## config.mk

```make
export PLATFORM = sky130hd
export DESIGN_NAME = sync_irq_gateway
export DESIGN_NICKNAME = d
export VERILOG_FILES = /design/src/rtl/sync_irq_gateway.sv
export SDC_FILE = /design/constraint.sdc
export NUM_CORES = 1
export LEC_CHECK = 0
export CORE_MARGIN = 10
export CORE_UTILIZATION = 44
export CTS_CLUSTER_SIZE = 14
export DETAILED_ROUTE_END_ITERATION = 16
export PLACE_DENSITY = 0.77
export SYNTH_ARGS = -nofsm -noshare
export SYNTH_HDL_FRONTEND = slang
export SYNTH_SLANG_ARGS = --single-unit
```

## constraint.sdc

```tcl
create_clock -name clock -period 1.61 [get_ports clock]
set_clock_uncertainty 0.15 [all_clocks]
set_input_delay 0.161 -clock clock [delete_from_list [all_inputs] [get_ports clock]]
set_output_delay 0.161 -clock clock [all_outputs]
set_load 0.02 [all_outputs]
```

## src/rtl/sync_irq_gateway.sv

```systemverilog
// Per-source interrupt gateway: turns synchronized interrupt levels/edges into
// a single outstanding request with accept handshake and completion return.
module sync_irq_gateway #(
  parameter int unsigned N_SRC = 2,
  parameter int unsigned CNT_W = 2
) (
  input  logic                   clock,
  input  logic                   reset_n,
  input  logic [N_SRC-1:0]       src_sync,
  input  logic [N_SRC-1:0]       edge_mode,
  input  logic [N_SRC-1:0]       enable,
  output logic [N_SRC-1:0]       req_valid,
  input  logic [N_SRC-1:0]       req_ready,
  input  logic [N_SRC-1:0]       complete,
  output logic [N_SRC-1:0]       in_flight,
  output logic [N_SRC*CNT_W-1:0] pend_cnt,
  output logic [N_SRC-1:0]       overflow,
  input  logic                   overflow_clr
);

  typedef enum logic [1:0] {
    ST_IDLE    = 2'd0,
    ST_REQ     = 2'd1,
    ST_SERVICE = 2'd2
  } state_e;

  localparam logic [CNT_W-1:0] CNT_MAX = '1;

  state_e           state_q [N_SRC];
  state_e           state_d [N_SRC];
  logic [CNT_W-1:0] cnt_q   [N_SRC];
  logic [CNT_W-1:0] cnt_d   [N_SRC];

  logic [N_SRC-1:0] prev_q;
  logic [N_SRC-1:0] ovf_q;
  logic [N_SRC-1:0] ovf_d;
  logic [N_SRC-1:0] req_valid_q;
  logic [N_SRC-1:0] in_flight_q;
  logic [N_SRC-1:0] rise;
  logic [N_SRC-1:0] count_edge;
  logic [N_SRC-1:0] accept;
  logic [N_SRC-1:0] consume;
  logic [N_SRC-1:0] ovf_set;

  assign rise       = src_sync & ~prev_q;
  assign count_edge = rise & enable & edge_mode;

  always_comb begin
    accept  = '0;
    consume = '0;
    ovf_set = '0;
    for (int unsigned i = 0; i < N_SRC; i++) begin
      state_d[i] = state_q[i];
      cnt_d[i]   = cnt_q[i];

      accept[i]  = (state_q[i] == ST_REQ) && req_ready[i];
      consume[i] = accept[i] && edge_mode[i] && (cnt_q[i] != '0);

      // A counted edge and a consumed request in the same cycle cancel out,
      // so the counter cannot be saturated by that edge.
      if (count_edge[i] && !consume[i]) begin
        if (cnt_q[i] == CNT_MAX) begin
          ovf_set[i] = 1'b1;
        end else begin
          cnt_d[i] = cnt_q[i] + 1'b1;
        end
      end else if (consume[i] && !count_edge[i]) begin
        cnt_d[i] = cnt_q[i] - 1'b1;
      end

      unique case (state_q[i])
        ST_IDLE: begin
          if (enable[i] && (edge_mode[i] ? (cnt_q[i] != '0) : src_sync[i])) begin
            state_d[i] = ST_REQ;
          end
        end
        ST_REQ: begin
          if (req_ready[i]) begin
            state_d[i] = ST_SERVICE;
          end
        end
        ST_SERVICE: begin
          if (complete[i]) begin
            state_d[i] = ST_IDLE;
          end
        end
        default: state_d[i] = ST_IDLE;
      endcase
    end
    ovf_d = (ovf_q & ~{N_SRC{overflow_clr}}) | ovf_set;
  end

  always_ff @(posedge clock) begin
    if (!reset_n) begin
      for (int unsigned i = 0; i < N_SRC; i++) begin
        state_q[i] <= ST_IDLE;
        cnt_q[i]   <= '0;
      end
      prev_q      <= '0;
      ovf_q       <= '0;
      req_valid_q <= '0;
      in_flight_q <= '0;
    end else begin
      for (int unsigned i = 0; i < N_SRC; i++) begin
        state_q[i]     <= state_d[i];
        cnt_q[i]       <= cnt_d[i];
        req_valid_q[i] <= (state_d[i] == ST_REQ);
        in_flight_q[i] <= (state_d[i] == ST_SERVICE);
      end
      prev_q <= src_sync;
      ovf_q  <= ovf_d;
    end
  end

  always_comb begin
    pend_cnt = '0;
    for (int unsigned i = 0; i < N_SRC; i++) begin
      pend_cnt[i*CNT_W +: CNT_W] = cnt_q[i];
    end
  end

  assign req_valid = req_valid_q;
  assign in_flight = in_flight_q;
  assign overflow  = ovf_q;

endmodule

```

Word-level counts from Yosys, hierarchy flattened --
Memory sizes are Yosys's and may differ from the RTL's. Index checks and enable logic that the tools add are counted.
Word-level totals: flip-flop bits (word level) 8, word-level logic and storage cells 77, RAM bits 8, output and inout bits 10, input port bits 13, memories 2
Cells by class: bitwise logic cells 11, $add $sub $neg 4, multiplexer cells 26, reduce and logical (&&, ||, !) cells 20, equality and inequality tests 10
Memories:
- cnt_q | words 2, width 2, read ports 2, clocked after Yosys merged registers in 0, wr ports 2, RTL line 31 | logic [CNT_W-1:0] cnt_q [N_SRC];
- state_q | words 2, width 2, read ports 2, clocked after Yosys merged registers in 0, wr ports 2, RTL line 29 | state_e state_q [N_SRC];
Operators with widths (number):
- $mux 2 | 16
- $eq 2x2->1 const B | 6
- $logic_and 1x1->1 | 12
- $pmux 2 s3 | 2
- $and 2x2->2 | 4
- $eq 2x1->1 const B | 4
- $mux 1 | 8
- $add 2x1->2 const B | 2
- $logic_not 1->1 | 4
- $logic_not 2->1 | 2
- $not 2->2 | 2
- $or 1x1->1 | 4
- $reduce_bool 2->1 | 2
- $sub 2x1->2 const B | 2
- $or 2x2->2 | 1

Longest topological paths before layout --
depth in word-level cells 9, gate-level depth with buffers 3, gate-level depth less buffers 3

Worst setup path after synthesis --
Ideal clock, no wire load.
path type register to register, start point mem cnt_q[0][1], end point mem cnt_q[0][0], stages on the path, launching flop included 4, arrival time 1018 ps, data required time 1387 ps, setup time 73 ps, path buffers 0, setup slack 369 ps, cells stage by stage dfxtp_1 > nand2b_1 > mux2_4 > o22ai_2
RTL lines (RTL line):
- start, declared | 31

==> results.yml <==
placed_design:
  io_buffer_count: 22
  placed_cells: 115
  finalWeightedCongestion: 0.7137
  hpwlAfterDp_um: 1309
yosys:
  synth_cells: 75
  ys_types: 29
  syn_area_per_cell_um2: 9.659
  synthesis.area_um2: 724.4
  yosys_warnings: 0
  synth_most_common_cell: "dfxtp_1"
  ys_ff_latch: 16
  yosysSeqAreaShare_pct: 44.21
  synth_edf_count: 0
  yosys-top-cells-count: "16 x dfxtp_1, 8 x nand2b_1, 6 x a21oi_1"
  async_reset_ff_share_pct: 0
  synth_top_cells_by_area: "dfxtp_1 44%, nand2b_1 6.9%, a21oi_1 4.1%, nand4b_4 3.3%, a21boi_0 3.1%"
  synth_top_area_cell: "dfxtp_1"
  yosysTopAreaCellShare_pct: 44.21
  syn_nets: 88
  synth_ff_type: "dfxtp_1"
worst_setup_path:
  crit_slowest_cell: "clkdlybuf4s50_1"
  critical_path.max_fanout: 2
  crit_arrival_ns: 1.25
  critical_path.endpoint_type: "primary output"
  r2r_setup_slack_ns: 0.32
  crit_buf_inv: 1
  worstPathCellList: "clkdlybuf4s50_1"
  path_class: "flop to primary output"
  crit_path_max_incr_delay_ns: 0.61
  critPathTopFamily: "buffers and inverters"
  required_ns: 1.30
  worst_setup_path_start_kind: "flop"
grt:
  grt_overflow: 0
  grt_max_degree: 19
  grt_pass1_wl_um: 2815
  grt_pass1_vias: 630
  track_usage_pct: 9.992
  antenna_found_initial: 0
clock_network:
  cts.sinks: 16
  cts_tree: "done"
  htree_levels: 1
  clk_transition_reported_paths_ns: 0.09
  cts_buffer_depth: 2
  post_cts.repair.setup_buffers: 0
  cts_buffers: 3
  postCtsHoldBufs: 0
  clkLatencyLatePin_ns: 0.29
  root_buffer: "clkbuf_4"
die:
  rows: 14
  start_util_pct: 47.54
  fp.dieH_um: 60.58
  fp.dieArea_mm2: 0.003669
  io_pins: 23
  core-area_mm2: 0.001524
  die_x_um: 60.58
route:
  dr.pass1.iters: 2
  drc: 0
  vias_per_cell: 5.395
  drtIter0Drc: 6
  vias: 642
  wl_um: 1664
  ant_nets: 0
  wl_per_cell_um: 13.98
power:
  power_per_cell_area_mw_per_mm2: 788.3
  leakagePower_uw: 0.0004247
  ir_drop_mv: 0.5418
min_path:
  hold_class: "input port to flop"
layout:
  diodes: 0
  final_util_pct: 66.91
  instances_no_fill: 119
  area_growth_pct: 40.76
  nNetsFinal: 117
  drive_gt1_share_pct: 9.709
timing:
  report.final.slew_viol_count: 0
  fin_crit_sh_pct: 96.68
  fin_setup_tns_ns: 0
  hold_viol_final: 0
  slew-limit-headroom_pct: 83.96
  grt_setup_unrepaired: "no"
  max_freq_ghz: 0.6424
  holdWs_ns: 0.3214
  period_needed_ns: 1.557
  setup_viol: 0
  worst_pin_slew_ns: 0.2401
status:
  status: "complete, no violations"
run:
  drv_cap: 0
## layer usage
layer	routed length (µm)	up-vias	part of all wire, %	global-route usage, %
met2	797	12	48	15.87
li1	-	331	-	-
met3	131	5	7.9	4.593
met4	36	0	2.2	5.643
met1	699	294	42	10.75
met5	0	-	0	0
## area by class of cell
cell class	instances	area, µm²
tap	16	20.02
inverter	1	3.754
fill	128	504.2
timing repair buffer	25	242.7
multi-input combinational	57	396.6
clock buffer	4	36.28
sequential	16	320.3
## report_power, final
group          internal, µW  switching [µW]  leakage [µW]
combinational          67.6            49.3      0.000273
clock                   138             128     0.0000210
sequential              410            10.6      0.000130
total                   616             188      0.000425
## sequential cells by signal, indices dropped and copies added, names as in the netlist
name,cells
in_flight,2
state_q,4
req_valid,2
overflow,2
cnt_q,4
prev_q,2
## layout by cell type, fill, tap and decap left out, types with 3 or more instances in the layout
cell	netlist	final
clkbuf_4	0	3
dfxtp_1	16	16
nor2_1	3	3
o21ai_0	4	4
clkdlybuf4s50_1	0	19
a21boi_0	3	3
nand2b_1	8	8
buf_4	0	3
nand2_1	5	5
nor2b_1	3	3
a21oi_1	6	6
## cell families after synthesis
family | Yosys count | share of synthesized area [%]
AND/OR/NAND/NOR | 31 | 28.67
AO/OA/AOI/OAI | 24 | 22.63
flip-flops | 16 | 44.21
buffers and inverters | 2 | 1.035
multiplexers | 2 | 3.454
## through the flow
| step | instance area [µm²] | power (µW) | worst slack (ns) |
|---|---|---|---|
| global placement | 983.4 | 546.7 | 0.06741 |
| floorplan | 724.4 | 483.8 | 0.3692 |
| global route | 1020 | 844.8 | 0.004643 |
| CTS | 1017 | 817.0 | 0.02501 |
| detailed placement | 983.4 | 548.9 | 0.04576 |
| finish | 1020 | 803.9 | 0.05345 |
## repair_timing
item                       CTS  global route
gates cloned                 0             0
gates resized for setup      2             1
setup endpoints to repair    2             1
## final timing paths
kind,startpoint,endpoint,depth (start not counted)
setup / recovery,cnt_q[0][0]$_SDFFE_PN0P_,pend_cnt[0],1
setup reg to reg,state_q[0][0]$_SDFF_PN0_,cnt_q[0][0]$_SDFFE_PN0P_,3
hold reg to reg,overflow[0]$_SDFF_PN0_,overflow[0]$_SDFF_PN0_,2
hold / removal,src_sync[1],prev_q[1]$_SDFF_PN0_,2
Note: power is estimated with default switching activity, not from simulation.
